--- config.mk ---
export PLATFORM = sky130hd
export DESIGN_NAME = sha_pass_sequencer_flat
export DESIGN_NICKNAME = d
export VERILOG_FILES = /design/src/rtl/sha_pass_sequencer_if.sv /design/src/rtl/sha_pass_sequencer.sv /design/src/flat_wrapper.sv
export SDC_FILE = /design/constraint.sdc
export NUM_CORES = 1
export LEC_CHECK = 0
export CAP_MARGIN = 20
export CORE_MARGIN = 2
export CORE_UTILIZATION = 45
export CTS_BUF_LIST = sky130_fd_sc_hd__clkbuf_2 sky130_fd_sc_hd__clkbuf_4 sky130_fd_sc_hd__clkbuf_8
export CTS_CLUSTER_SIZE = 12
export DETAILED_ROUTE_END_ITERATION = 10
export DONT_BUFFER_PORTS = 1
export GPL_ROUTABILITY_DRIVEN = 1
export GPL_TIMING_DRIVEN = 0
export PLACE_DENSITY = 0.65
export SYNTH_ARGS = -nofsm -noshare
export SYNTH_HDL_FRONTEND = slang
export SYNTH_SLANG_ARGS = --single-unit
--- constraint.sdc ---
create_clock -name clk -period 1.65 [get_ports clk]
set_clock_uncertainty 0.05 [all_clocks]
set_input_delay 0.165 -clock clk [delete_from_list [all_inputs] [get_ports clk]]
set_output_delay 0.165 -clock clk [all_outputs]
set_load 0.02 [all_outputs]
--- src/rtl/sha_pass_sequencer_if.sv ---
// Handshake and control bundle between the job front-end, the pass sequencer and the hash core.
// The sequencer sits on the slave side; the front-end/core side uses master.

interface sha_pass_sequencer_if;
    logic       start;
    logic       abort;
    logic       hash_ack;
    logic [1:0] block_sel;
    logic       load_wv;
    logic       round_en;
    logic [5:0] round_idx;
    logic [1:0] pass;
    logic       busy;
    logic       hash_valid;

    modport master (
        output start,
        output abort,
        output hash_ack,
        input  block_sel,
        input  load_wv,
        input  round_en,
        input  round_idx,
        input  pass,
        input  busy,
        input  hash_valid
    );

    modport slave (
        input  start,
        input  abort,
        input  hash_ack,
        output block_sel,
        output load_wv,
        output round_en,
        output round_idx,
        output pass,
        output busy,
        output hash_valid
    );
endinterface

--- src/rtl/sha_pass_sequencer.sv ---
// Control FSM for one double-SHA-256 job: three LOAD/RND/ACC passes, then DONE until acked.
// Drives the shared H-register Block code, the round index and the message-select pass number.

module sha_pass_sequencer #(
    parameter int unsigned ROUNDS     = 64,
    parameter int unsigned ACC_CYCLES = 2
) (
    input  logic                       clk,
    input  logic                       rst_n,
    sha_pass_sequencer_if.slave        seq_if
);

    localparam logic [2:0] StIdle = 3'd0;
    localparam logic [2:0] StLoad = 3'd1;
    localparam logic [2:0] StRnd  = 3'd2;
    localparam logic [2:0] StAcc  = 3'd3;
    localparam logic [2:0] StDone = 3'd4;

    localparam int unsigned AccW      = (ACC_CYCLES > 1) ? $clog2(ACC_CYCLES) : 1;
    localparam logic [5:0]  LastRound = 6'(ROUNDS - 1);
    localparam logic [AccW-1:0] LastAcc = AccW'(ACC_CYCLES - 1);

    logic [2:0]      state_q, state_d;
    logic [1:0]      pass_q, pass_d;
    logic [5:0]      round_q, round_d;
    logic [AccW-1:0] acc_q, acc_d;

    always_comb begin
        state_d = state_q;
        pass_d  = pass_q;
        round_d = round_q;
        acc_d   = acc_q;

        case (state_q)
            StIdle: begin
                if (seq_if.start) begin
                    state_d = StLoad;
                    pass_d  = 2'd1;
                end
            end
            StLoad: begin
                state_d = StRnd;
                round_d = 6'd0;
            end
            StRnd: begin
                // Stop at the last round rather than wrapping the index.
                if (round_q == LastRound) begin
                    state_d = StAcc;
                    acc_d   = '0;
                end else begin
                    round_d = round_q + 6'd1;
                end
            end
            StAcc: begin
                if (acc_q == LastAcc) begin
                    if (pass_q == 2'd3) begin
                        state_d = StDone;
                    end else begin
                        state_d = StLoad;
                        pass_d  = pass_q + 2'd1;
                    end
                end else begin
                    acc_d = acc_q + AccW'(1);
                end
            end
            StDone: begin
                if (seq_if.hash_ack) begin
                    state_d = StIdle;
                    pass_d  = 2'd0;
                    round_d = 6'd0;
                end
            end
            default: begin
                state_d = StIdle;
                pass_d  = 2'd0;
                round_d = 6'd0;
                acc_d   = '0;
            end
        endcase

        // Abort outranks hash_ack and every in-job transition.
        if (seq_if.abort && (state_q != StIdle)) begin
            state_d = StIdle;
            pass_d  = 2'd0;
            round_d = 6'd0;
            acc_d   = '0;
        end
    end

    always_ff @(posedge clk) begin
        if (!rst_n) begin
            state_q <= StIdle;
            pass_q  <= 2'd0;
            round_q <= 6'd0;
            acc_q   <= '0;
        end else begin
            state_q <= state_d;
            pass_q  <= pass_d;
            round_q <= round_d;
            acc_q   <= acc_d;
        end
    end

    // Block code only moves on the first ACC cycle of a pass and holds through the next LOAD/RND,
    // so each H word sees exactly one code change per accumulate.
    always_comb begin
        case (state_q)
            StLoad, StRnd: seq_if.block_sel = pass_q - 2'd1;
            StAcc:         seq_if.block_sel = pass_q;
            StDone:        seq_if.block_sel = 2'd3;
            default:       seq_if.block_sel = 2'd0;
        endcase
    end

    assign seq_if.load_wv    = (state_q == StLoad);
    assign seq_if.round_en   = (state_q == StRnd);
    assign seq_if.round_idx  = round_q;
    assign seq_if.pass       = pass_q;
    assign seq_if.busy       = (state_q == StLoad) || (state_q == StRnd) || (state_q == StAcc);
    assign seq_if.hash_valid = (state_q == StDone);

    round_idx_in_range: assert property (@(posedge clk) disable iff (!rst_n)
        round_q <= LastRound);

endmodule

--- src/flat_wrapper.sv ---
// flat-port wrapper written by rule: the top's interface ports become plain ports
module sha_pass_sequencer_flat 
#(
    parameter int unsigned ROUNDS     = 64,
    parameter int unsigned ACC_CYCLES = 2
)
  (clk, rst_n, seq_if_start, seq_if_abort, seq_if_hash_ack, seq_if_block_sel, seq_if_load_wv, seq_if_round_en, seq_if_round_idx, seq_if_pass, seq_if_busy, seq_if_hash_valid);
  sha_pass_sequencer_if seq_if_i ();
  input  logic clk;
  input  logic rst_n;
  input wire logic [$bits(seq_if_i.start)-1:0] seq_if_start;
  input wire logic [$bits(seq_if_i.abort)-1:0] seq_if_abort;
  input wire logic [$bits(seq_if_i.hash_ack)-1:0] seq_if_hash_ack;
  output wire logic [$bits(seq_if_i.block_sel)-1:0] seq_if_block_sel;
  output wire logic [$bits(seq_if_i.load_wv)-1:0] seq_if_load_wv;
  output wire logic [$bits(seq_if_i.round_en)-1:0] seq_if_round_en;
  output wire logic [$bits(seq_if_i.round_idx)-1:0] seq_if_round_idx;
  output wire logic [$bits(seq_if_i.pass)-1:0] seq_if_pass;
  output wire logic [$bits(seq_if_i.busy)-1:0] seq_if_busy;
  output wire logic [$bits(seq_if_i.hash_valid)-1:0] seq_if_hash_valid;
  assign seq_if_i.start = seq_if_start;
  assign seq_if_i.abort = seq_if_abort;
  assign seq_if_i.hash_ack = seq_if_hash_ack;
  assign seq_if_block_sel = seq_if_i.block_sel;
  assign seq_if_load_wv = seq_if_i.load_wv;
  assign seq_if_round_en = seq_if_i.round_en;
  assign seq_if_round_idx = seq_if_i.round_idx;
  assign seq_if_pass = seq_if_i.pass;
  assign seq_if_busy = seq_if_i.busy;
  assign seq_if_hash_valid = seq_if_i.hash_valid;
  sha_pass_sequencer #(.ROUNDS(ROUNDS), .ACC_CYCLES(ACC_CYCLES)) u_core (.clk(clk), .rst_n(rst_n), .seq_if(seq_if_i));
endmodule
After elaboration in Yosys (flattened, before gate mapping)
Index checks and enable logic that the tools add are counted.

storage, ports and cells
  register bits after elaboration = 12
  bits of input ports = 5

operators by class
  add/subtract/negate cells = 4
  eq/ne operators = 12
  multiplexer cells = 18
  bitwise gates (word level) = 4
  reductions and logical operators = 13

operators by type and width
  cell                 count
  $pmux 6 s3           1
  $mux 3               5
  $pmux 3 s5           1
  $mux 6               2
  $mux 2               4
  $ne 2x2->1 const B   4
  $pmux 2 s4           1
  $add 6x1->6 const B  1
  $eq 3x2->1 const B   2
  $eq 6x6->1 const B   1
  $pmux 2 s3           1
  $reduce_or 2->1      3
  $reduce_and 5->1     1
  $ne 2x1->1 const B   2
  $not 1->1            4
  $reduce_and 4->1     1
  $eq 3x1->1 const B   1
  $eq 3x3->1 const B   1
  $logic_not 3->1      1
  $pmux 1 s3           1
  $reduce_and 3->1     1
  $reduce_bool 3->1    1
  $reduce_or 3->1      1
  $add 2x1->2 const B  1
  7 further kinds      9

Depth between registers and ports, before layout
Gate-level depths: netlist (run 1).

  depth after elaboration = 4
  mapped depth = 6
  mapped depth without buffers = 5

Worst setup path before layout (run 1)
Ideal clock, no wire load.

  kind = register to output
  from = register u_core.pass_q[0], in the netlist u_core.seq_if.pass[0]
  to = output port seq_if_block_sel[1]
  data arrival time = 1531 ps
  path slack = -96 ps
  stages on the path, launching flop included = 6
  buffers on the path = 0
  path through = dfxtp_1 -> ha_1 -> inv_1 -> mux2_2 -> a21oi_1 -> o21ai_0

on the way
  cells in the longest elaborated chain, start to end = 2

RTL lines
  what                    line                       source
  start, declared         sha_pass_sequencer.sv:24   logic [1:0] pass_q, pass_d;
  start signal, assigned  sha_pass_sequencer.sv:98   pass_q <= pass_d;
  $sub 2x1->2             sha_pass_sequencer.sv:108  StLoad, StRnd: seq_if.block_sel = pass_q - 2'd1;
  $pmux 2 s3              sha_pass_sequencer.sv:107  case (state_q)
  end, declared           flat_wrapper.sv:14         output wire logic [$bits(seq_if_i.block_sel)-1:0] seq_if_block_sel;

No other way between the ends.

Final worst setup path (run 1)
Same ends and word-level chain as after synthesis.

==> results of run 1 <==
## registers in the layout, summed over array words and instances (netlist names)
register and count:
u_core.seq_if.pass 2, u_core.acc_q 1, u_core.seq_if.round_idx 6, u_core.state_q 3
## power groups by stage
stage               sequential [mW]  combinational [mW]  clock (mW)
floorplan                     0.396               0.654           0
global placement              0.407               0.746           0
detailed placement            0.408               0.755           0
CTS                           0.416               0.823       0.254
global route                  0.423                1.01       0.264
finish                        0.417               0.932       0.245
## synthesized netlist by cell type, drive strengths merged, types with 2 or more instances
cell	count	area (um^2)
dfxtp	12	240
nor2	9	33.8
nand2	8	32.5
o21ai	7	35.0
a21oi	6	30.0
inv	6	22.5
nand3	6	30.0
nand2b	5	31.3
nand3b	5	50.1
buf	4	38.8
mux2i	3	30.0
nor3b	3	27.5
o22ai	3	18.8
xnor2	3	26.3
ha	2	25.0
nor4bb	2	20.0
## per-stage QoR
stage,setup WS (ns),instances,util [%]
finish,-0.106,132,57.7
floorplan,0.0548,103,-
global placement,-0.0620,128,50.3
CTS,-0.0884,132,54.9
global route,-0.154,132,57.7
detailed placement,-0.0555,128,50.3
## cell families (layout without fill, tap and decap cells)
group	count (synthesis)	in the layout	synth area share, %
DFF	12	12	28.1
AOI/OAI and AO/OA	25	25	20.5
xor gates and xnor gates	3	3	3.07
and+or+nand+nor	46	46	33.0
buffers and inverters	11	15	7.60
adders and majority gates	2	2	2.92
muxes	4	4	4.82
## per-layer routing
metal / up-vias / track usage [%] / part of all wire (%)
met5: - / 0 / 0
met3: 5 / 7.92 / 5.3
li1: 381 / - / -
met1: 341 / 28.6 / 48
met4: 0 / 6.49 / 0.93
met2: 10 / 29.5 / 46
## worst max-delay path by stage
stage                                            startpoint                                 endpoint  slack [ns]  cells after the start
finish                   u_core.seq_if.pass[0]$_SDFFE_PP0P_                      seq_if_block_sel[1]       -0.11                      5
global route             u_core.seq_if.pass[0]$_SDFFE_PP0P_                      seq_if_block_sel[1]       -0.15                      5
CTS                      u_core.seq_if.pass[0]$_SDFFE_PP0P_                      seq_if_block_sel[1]       -0.09                      5
detailed placement  u_core.seq_if.round_idx[0]$_SDFFE_PP0P_  u_core.seq_if.round_idx[2]$_SDFFE_PP0P_       -0.06                      5
global placement    u_core.seq_if.round_idx[0]$_SDFFE_PP0P_  u_core.seq_if.round_idx[5]$_SDFFE_PP0P_       -0.06                      5
floorplan                u_core.seq_if.pass[0]$_SDFFE_PP0P_                      seq_if_block_sel[1]        0.05                      5
## cell type report
cell class	count	share of cell area, %
multi-input cells	80	61.5
well taps	25	3.07
flip-flops and latches	12	24.4
clock buffers	4	3.56
inverters	6	2.21
plain buffers	5	5.16
## timing repair
action	CTS	global route
pin swaps	3	5
resized for setup	15	11
setup endpoints to repair	11	12
hold buffers	0	0
==> summary.md, run 1 <==
Summing all placed instances gives a cell area of 887 um^2. Relative to the synthesized area, the layout overhead comes to 19.0%. The die outline width works out to 47.6 um. For the worst setup path, the data arrival time is 1.54 ns. For the number of hold violations in the final report, the log shows 0.

The number of antenna violations at the first check in global routing was 0. The number of synthesized register bits is 12. The tools report the worst min-delay path endpoint as u_core.state_q[2]$_SDFFE_PP0P_. Detailed routing inserted a total of 737 vias.

The worst path buffer plus inverter count was 1. The tightest min-delay check is of the in2reg type. The library cell used most frequently in the layout, excluding fill and tap cells, is nor2_1. The tools report the remaining antenna violation count after routing as 0.

The highest clock frequency the design can meet is 570 MHz, and the number of sinks on the clock net is 12. The routed wire length per instance was 15.6 um. The post-synthesis instance total was 103. The startpoint identified for the worst register-to-register timing path is u_core.state_q[0]$_SDFFE_PP0P_. The checks that failed: setup timing. The largest individual stage delay along the critical path comes from the cell dfxtp_4. The run gives 4 as the number of detailed-route iterations in the first pass. For the pin with the worst max-slew slack, the measured transition is 0.718 ns. For the number of unique standard cell types used by synthesis, the log shows 39.

For this block, the initial DRC count from the detailed router was 15. The kind of cell with the highest combined delay along the critical path is flip-flops. The cell area after layout was 0.00102 mm^2. Post-route setup TNS: -0.119 ns. Setup slack on the worst reg-to-reg path comes out at 0.02 ns. The category of the most critical setup path is reg2out. Count of flip-flops with a built-in enable after synthesis: 0. Share of total power consumed by net switching: 44.8%.

The via count of the first global-routing pass is 672. The number of max-cap violations came out at 0. VDD sags by at most 0.868 mV. The final net count is 115, and the remaining routing DRC violations is 0. The overall die area was 0.00227 mm^2.

In this run the clock root is driven by a clkbuf_4. The predominant post-synthesis flop cell was dfxtp_1. The multi-input combinational cells in the finished layout cover a total of 627 um^2. For the sequential group share of total power, the log shows 26.1%. STA classifies the critical path startpoint as a register.

In this run the standard cell core region covers 0.00176 mm^2. Measured against its own limit, the worst slew margin works out to 51.5%. The run finished, with violations left. The critical path's largest stage delay was 0.40 ns. The routed design has 2050 um of wire. Sequential cells were found to cover 28.1% of the synthesized design area. The logs give 1 for the H-tree depth reported by CTS and 0.28 ns for the later-pin clock latency in the skew report. The floorplan has 15 rows. The setup fix buffers added after clock tree synthesis was 0; the number of clock buffers inserted by TritonCTS was 3. Buffers placed on the I/O ports in this run total 0.

The buffer levels on the longest clock path is 2, and the per-instance average area after synthesis is 8.31 um^2. The run gives 19 as the number of top-level pins. The endpoint of the lowest-slack register-to-register path is u_core.seq_if.pass[1]$_SDFFE_PP0P_. Along the worst path, the maximum fanout reaches 6. Summed over all cells, the static leakage comes to 0.359 nW. In the final layout, the share of cells above drive strength 1 is 29.0%. For the worst hold margin, the log shows 0.0110 ns. The tools report the fill cell instance count of the final layout as 180. The critical path goes through ha_4, inv_2, mux2_4, a21oi_4, o21ai_4. The startpoint identified for the worst hold timing path is seq_if_hash_ack. The switching power is 0.714 mW, and the number of diodes is 0.

Chip height: 47.6 um. Setup repair after global routing could not meet its margin everywhere. For the power share of the clock group, the log shows 15.4%. In this run the cell area of the synthesized design comes to 856 um^2. The post-route fraction of the period consumed by the critical path is 106%, and the number of warnings printed during yosys synthesis is 0. The logs give -0.106 ns for the final critical-path setup slack and 0.880 mW for the internal power. For this run, asynchronously set or reset flops after synthesis account for 0%. Counting cells, the worst reg-to-reg path comes to 5. The worst path needs 1.76 ns of the cycle, external delays included. The HPWL after detailed placement is 1340 um, and the number of instances on the worst hold path is 2. The first global-routing pass estimated 3200 um of wire. Dividing total power by cell area gives a power density of 1560 mW/mm^2.

The last weighted congestion value of the routability-driven placer was 0.828. Registers take 249 um^2. For this configuration, the core starts out at a cell density of 48.5%. At the worst endpoint, the required time is 1.43 ns. After global routing the overflow that remains totals 0. The library cells used most frequently in the layout, excluding fill and tap cells, are nor2_1, dfxtp_1, nand2_1. The post-CTS clock slew at the launch and capture registers of the worst setup and hold paths is 0.08 ns, and the total routing resource utilization after global routing is 20.6%.

In the routed layout, each cell is associated on average with a via count of 5.58. The completed layout was analyzed and its total power is 1.59 mW. The number of max-slew violations in the final report was 0.

Entering global routing, the biggest net connects 11 pins. The part of the total power dissipated in combinational logic came out at 58.5%. STA classifies the critical path endpoint as an output pin. The number of nets handed over by synthesis was 110. The final setup violation count came out at 2. TritonCTS built the clock tree.
No activity file was read; power rests on OpenSTA's default activity.
==> inputs of run 2 (changes only) <==
--- a/config.mk
+++ b/config.mk
@@ -7,14 +7,14 @@
 export LEC_CHECK = 0
 export CAP_MARGIN = 20
 export CORE_MARGIN = 2
-export CORE_UTILIZATION = 45
+export CORE_UTILIZATION = 25
 export CTS_BUF_LIST = sky130_fd_sc_hd__clkbuf_2 sky130_fd_sc_hd__clkbuf_4 sky130_fd_sc_hd__clkbuf_8
 export CTS_CLUSTER_SIZE = 12
 export DETAILED_ROUTE_END_ITERATION = 10
 export DONT_BUFFER_PORTS = 1
 export GPL_ROUTABILITY_DRIVEN = 1
 export GPL_TIMING_DRIVEN = 0
-export PLACE_DENSITY = 0.65
+export PLACE_DENSITY = 0.45
 export SYNTH_ARGS = -nofsm -noshare
 export SYNTH_HDL_FRONTEND = slang
 export SYNTH_SLANG_ARGS = --single-unit
==> constraint.sdc (replaced) <==
create_clock -name clk -period 1.5 [get_ports clk]
set_clock_uncertainty 0.05 [all_clocks]
set_input_delay 0.15 -clock clk [delete_from_list [all_inputs] [get_ports clk]]
set_output_delay 0.15 -clock clk [all_outputs]
set_load 0.02 [all_outputs]
==> summary.md, run 2 (synthesis gave the netlist of run 1 again) <==
The worst hold path belongs to the class in2reg. The flow ran to the end, but the final reports show violations. The checks that failed: setup timing. On the critical path, the stage with the largest delay is an instance of dfxtp_4.

The flip-flop count of the largest register, all copies and words added works out to 6 (unchanged). Standard cell core area: 0.00331 mm^2 (+88%). The number of sinks on the clock net was 12 (unchanged).

The cell area after layout was 0.00110 mm^2 (+8.5%); the placed instance area was 922 um^2 (+3.9%). The run gives 0 (unchanged) as the number of antenna violations at the first check in global routing. The critical path goes through ha_4, inv_2, mux2_4, a21oi_4, o21ai_4. The run gives -0.462 ns (-0.342 ns) as the post-route setup TNS. The highest fanout seen on the critical path is 6 (unchanged), and the required time of the critical path is 1.30 ns (-0.13 ns). Internal power: 1.00 mW (+14%).

The pre-CTS worst setup slack is -0.192 ns (-0.137 ns), and the number of hold violations in the final report is 0 (unchanged). The HPWL after detailed placement is 1620 um (+21%), and the total length of routed wires is 2290 um (+12%). After layout, the worst path uses 115% of the clock period. The worst slew margin relative to its limit is 71.4% (+20 points). For the highest clock frequency the design can meet, the log shows 580 MHz. Number of clock buffers inserted by TritonCTS: 3 (unchanged). The most common cell after layout, fill and taps aside is nor2_1. The tools report the area of combinational cells with multiple inputs as 653 um^2 (+4.2%).

Buffer levels on the longest clock path: 2 (unchanged). The logs give 25.9% (-23 points) for the initial core utilization and 0.0382 ns (+0.0272 ns) for the worst hold margin. The cell chosen for the clock root was clkbuf_4. For the final net count, the log shows 118 (+2.6%). The post-CTS clock slew at the launch and capture registers of the worst setup and hold paths is 0.09 ns (about the same). The transition at the pin with the smallest max-transition slack was 0.423 ns (-0.296 ns); the die outline width was 62.5 um (+31%). After layout, the minimum clock period comes to 1.72 ns. For the leakage dissipation, the log shows 0.374 nW (+4.1%).

The number of DRC violations after detailed-routing iteration 0 is 29 (+14). The worst setup path is captured at an output pin. For the number of diodes, the log shows 0 (unchanged). The number of max-cap violations is 0 (unchanged). The overall die area was 0.00391 mm^2 (+72%).

The critical path's largest stage delay is 0.40 ns (about the same), and the routed wire length per instance is 14.7 um (-5.5%). The part of the total power dissipated in combinational logic is 59.2% (+0.7 points), and the final critical-path setup slack is -0.223 ns (-0.117 ns). The logs give 15.1% (-0.3 points) for the power share of the clock group and 369 (+110%) for the fill cell instance count of the final layout. The run gives 0 (unchanged) as the remaining antenna violation count after routing.

The number of core rows was 21 (+6); the last weighted congestion value of the routability-driven placer was 0.725 (-12%). The ratio of routed vias to standard cells was 4.97 (-11%); the first-pass GRT wire length was 3860 um (+21%). TritonCTS built the clock tree. Number of max-slew violations in the final report: 0 (unchanged). The tools report the signal arrival time at the worst endpoint as 1.52 ns (-0.02 ns). The worst path buffer plus inverter count is 1 (unchanged), and the sequential group share of total power is 25.7% (-0.4 points).

The logs give 5 (+1) for the number of detailed-route iterations in the first pass and 0.787 mW (+10%) for the switching power. The worst setup path is launched from a register. Compared with the post-synthesis result, the final layout area differs by 29.1%. The later-pin clock latency in the skew report was 0.28 ns (about the same). The area occupied by registers is 258 um^2 (+3.5%), and the share of total power consumed by net switching is 44.0% (-0.84 points). The overall power after layout came out at 1.79 mW (+12%).

The final setup violation count is 5 (+3). The number of top-level pins is 19 (unchanged). The top cell types in the final layout, fill and taps aside, are nor2_1, nand2_1, dfxtp_1.

The total grt overflow is 0 (unchanged), and the port buffer count is 0 (unchanged). For the pin count of the biggest net entering global routing, the log shows 11 (unchanged). For the via count of the first global-routing pass, the log shows 767 (+14%). The share of layout cells above drive strength 1 is 34.5% (+5.6 points). For the remaining routing DRC violations, the log shows 0 (unchanged). The H-tree depth reported by CTS was 1 (unchanged); the largest voltage drop on the vdd net was 0.632 mV (-27%).

The via count of the routed design came out at 776 (+5.3%). The chip height was 62.5 um (+31%). The category of the most critical setup path was reg2out. Setup repair after global routing could not meet its margin everywhere. The run gives 12.3% (-8.3 points) as the total routing resource utilization after global routing. Dominant delay contributor by cell family on the critical path: flip-flops. Power density of the placed cells: 1620 mW/mm^2 (+3.6%).
## run 2: worst paths after layout
| kind | startpoint | end | slack (ns) | cells after the start |
|---|---|---|---|---|
| setup / recovery | u_core.seq_if.pass[0]$_SDFFE_PP0P_ | seq_if_block_sel[1] | -0.22 | 5 |
| hold / removal | rst_n | u_core.seq_if.pass[1]$_SDFFE_PP0P_ | 0.04 | 2 |
| setup reg to reg | u_core.seq_if.pass[0]$_SDFFE_PP0P_ | u_core.seq_if.pass[1]$_SDFFE_PP0P_ | 0 | 5 |
| hold reg to reg | u_core.seq_if.round_idx[0]$_SDFFE_PP0P_ | u_core.seq_if.round_idx[0]$_SDFFE_PP0P_ | 0.48 | 1 |
## run 2: layout make-up
cell class	count	share of cell area [%]
plain buffers	5	4.76
clock buffers	4	3.28
inverters	6	2.04
multi-input cells	80	59.1
flip-flops and latches	12	23.3
well taps	46	5.21
repair buffers	3	2.27
## run 2: power by group through the flow
stage               clock network [mW]  registers, mW  logic [mW]
finish                           0.270          0.460        1.06
detailed placement                   0          0.456       0.852
CTS                              0.284          0.463        1.01
global placement                     0          0.454       0.840
floorplan                            0          0.438       0.730
global route                     0.297          0.469        1.16
## run 2: what timing repair did
| item | in CTS | in global routing |
|---|---|---|
| resized for setup | 24 | 10 |
| hold buffers | 1 | 0 |
| pin swaps | 8 | 7 |
| setup buffers | 1 | 1 |
| endpoints found under the setup margin | 14 | 12 |
| endpoints found under the hold margin | 1 | 0 |
## run 2: layer usage
layer	track usage, %	wire (um)	vias to the layer above
met1	15.2	979	370
met3	5.77	181	2
met5	0	0	-
met4	2.50	17	0
li1	-	-	385
met2	19.5	1120	19
## run 2: through the flow
stage,cells,utilization [%]
2_1_floorplan,103,-
3_3_place_gp,149,27.9
6_report,156,33.4
5_1_grt,156,33.4
4_1_cts,155,31.9
3_5_place_dp,149,27.9
## run 2: worst register-to-register path: cells and delay by family (launching register included)
family,cells,cell delay [ns]
flops,1,0.40
compound gates,1,0.32
simple gates,2,0.25
mux,1,0.21
fa+ha+maj,1,0.17
==> inputs of run 3 (changes only) <==
--- a/config.mk
+++ b/config.mk
@@ -14,7 +14,9 @@
 export DONT_BUFFER_PORTS = 1
 export GPL_ROUTABILITY_DRIVEN = 1
 export GPL_TIMING_DRIVEN = 0
+export HOLD_SLACK_MARGIN = 0.02
 export PLACE_DENSITY = 0.45
+export RECOVER_POWER = 50
 export SYNTH_ARGS = -nofsm -noshare
 export SYNTH_HDL_FRONTEND = slang
 export SYNTH_SLANG_ARGS = --single-unit
==> summary.md, run 3 (synthesis gave the netlist of run 1 again) <==
The H-tree depth reported by CTS is 1 (unchanged), and the via count of the routed design is 774 (-0.26%). The run gives 0.372 nW (-0.56%) as the leakage dissipation. The last weighted congestion value of the routability-driven placer is 0.725 (unchanged), and the post-route fraction of the period consumed by the critical path is 115% (about the same).

The largest voltage drop on the vdd net was 0.631 mV (-0.11%). Buffer levels on the longest clock path: 2 (unchanged). STA classifies the critical path startpoint as a register. Via count of the first global-routing pass: 767 (unchanged). The total routing resource utilization after global routing was 12.3% (unchanged); the number of DRC violations after detailed-routing iteration 0 was 29 (unchanged). The logs give 0 (unchanged) for the total grt overflow and 0 (unchanged) for the number of max-slew violations in the final report.

The number of antenna violations at the first check in global routing came out at 0 (unchanged). The ratio of routed vias to standard cells works out to 4.96 (-0.26%). The flip-flop count of the largest register, all copies and words added works out to 6 (unchanged).

The HPWL after detailed placement came out at 1620 um (unchanged). The run gives 580 MHz (about the same) as the highest clock frequency the design can meet. The worst setup path is captured at an output pin.

For the required time of the critical path, the log shows 1.30 ns (about the same). The met1 layer usage reported by global route was 15.2% (unchanged); the share of layout cells above drive strength 1 was 31.8% (-2.7 points). The later-pin clock latency in the skew report is 0.28 ns (about the same). The cell area after layout is 0.00110 mm^2 (-0.79%). The tools report the final critical-path setup slack as -0.223 ns (-0.00000900 ns).

The layer flagged by global routing as most heavily used is met2. The number of sinks on the clock net is 12 (unchanged). The routing usage on met3 is 5.77% (unchanged), and the first-pass GRT wire length is 3860 um (unchanged). The placed instance area was 922 um^2 (unchanged); the remaining routing DRC violations was 0 (unchanged). The number of top-level pins was 19 (unchanged). The worst setup path is of the reg2out kind.

For the number of diodes, the log shows 0 (unchanged). The global routing usage on met2 came out at 19.5% (unchanged). In this run the worst hold path is classified as in2reg. The run gives 5 (unchanged) as the number of detailed-route iterations in the first pass.

The tools report the cell chosen for the clock root as clkbuf_4. For the number of clock buffers inserted by TritonCTS, the log shows 3 (unchanged). The signal arrival time at the worst endpoint came out at 1.52 ns (about the same). The logs give 0 (unchanged) for the number of max-cap violations and 2300 um (about the same) for the total length of routed wires. The number of core rows came out at 21 (unchanged).

Setup repair after global routing could not meet its margin everywhere. The tools report the remaining antenna violation count after routing as 0 (unchanged). The highest fanout seen on the critical path was 6 (unchanged).

The overall die area is 0.00391 mm^2 (unchanged). The final reports fail on setup timing. Final standard cell utilization of the core: 33.1% (-0.26 points). The port buffer count came out at 0 (unchanged). The number of hold violations in the final report is 0 (unchanged), and the final setup violation count is 12 (+7). The relative area change from synthesis to final layout was 28.1%. The minimum period implied by the final worst setup slack was 1.72 ns (+0.00000900 ns); the standard cell core area was 0.00331 mm^2 (unchanged). The transition at the pin with the smallest max-transition slack works out to 0.457 ns (+0.0340 ns).

The power density of the placed cells works out to 1630 mW/mm^2 (+0.81%). The tools report the pin count of the biggest net entering global routing as 11 (unchanged). Post-CTS clock slew at the launch and capture registers of the worst setup and hold paths: 0.09 ns (about the same).

The logs give 69.5% (-1.9 points) for the worst slew margin relative to its limit and 370 (+0.27%) for the fill cell instance count of the final layout. The routed wire length per instance is 14.7 um (about the same), and the initial core utilization is 25.9% (unchanged). The library cells used most frequently in the layout, excluding fill and tap cells, are nor2_1, dfxtp_1, nand2_1. The flow ran to the end, but the final reports show violations. The final net count came out at 118 (unchanged). TritonCTS built the clock tree. The die outline width was 62.5 um (unchanged).

The chip height came out at 62.5 um (unchanged). For the post-route setup TNS, the log shows -0.846 ns (-0.385 ns).
run 3: cell types whose count changed in the layout (fill, tap and decap cells not counted):
cell     previous run  this run
dfxtp_1             6         9
dfxtp_4             4         2
dfxtp_2             2         1
run 3: cell type report:
type | instances | area, um^2 | share of cell area, %
Sequential cell | 12 | 249 | 22.7
Clock buffer | 4 | 36.3 | 3.31
Tap cell | 46 | 57.6 | 5.25
Multi-Input combinational cell | 80 | 653 | 59.6
Buffer | 5 | 52.6 | 4.79
Inverter | 6 | 22.5 | 2.05
Timing Repair Buffer | 3 | 25.0 | 2.28
run 3: worst max-delay path, cell delays in order (launching register included):
cell and delay, ns:
dfxtp_4 0.40, ha_4 0.28, inv_2 0.03, mux2_4 0.28, a21oi_4 0.15, o21ai_4 0.10
run 3: path summary, 6_finish.rpt:
check	from	to	slack [ns]	depth (start not counted)
setup / recovery	u_core.seq_if.pass[0]$_SDFFE_PP0P_	seq_if_block_sel[1]	-0.22	5
hold / removal	rst_n	u_core.seq_if.pass[1]$_SDFFE_PP0P_	0.04	2
setup reg to reg	u_core.seq_if.round_idx[0]$_SDFFE_PP0P_	u_core.seq_if.round_idx[2]$_SDFFE_PP0P_	-0.08	5
hold reg to reg	u_core.acc_q$_SDFFE_PP0P_	u_core.acc_q$_SDFFE_PP0P_	0.53	2
run 3: per-stage QoR:
step                setup WS (ns)  hold WS, ns  std cells  power [mW]
global placement           -0.163        0.306        149        1.29
global route               -0.272       0.0541        156        1.92
finish                     -0.223       0.0382        156        1.79
detailed placement         -0.192        0.304        149        1.31
floorplan                  0.0115        0.280        103        1.17
CTS                        -0.223       0.0401        155        1.76
run 3: power by group:
| part | internal (mW) | switching, mW | leakage (nW) |
|---|---|---|---|
| Clock | 0.148 | 0.123 | 0.0210 |
| Combinational | 0.483 | 0.578 | 0.251 |
| Sequential | 0.373 | 0.0871 | 0.0993 |
run 3: repair_timing:
| item | in CTS | in global routing |
|---|---|---|
| setup endpoints to repair | 14 | 12 |
| pin swaps | 8 | 7 |
| setup buffers | 1 | 1 |
| hold endpoints to repair | 1 | 0 |
| hold buffers | 1 | 0 |
| resized for setup | 24 | 10 |
run 3: layer usage:
layer	wire length [um]	vias to the layer above
met5	0	-
met4	17	0
met3	181	2
met2	1120	19
met1	979	368
li1	-	385
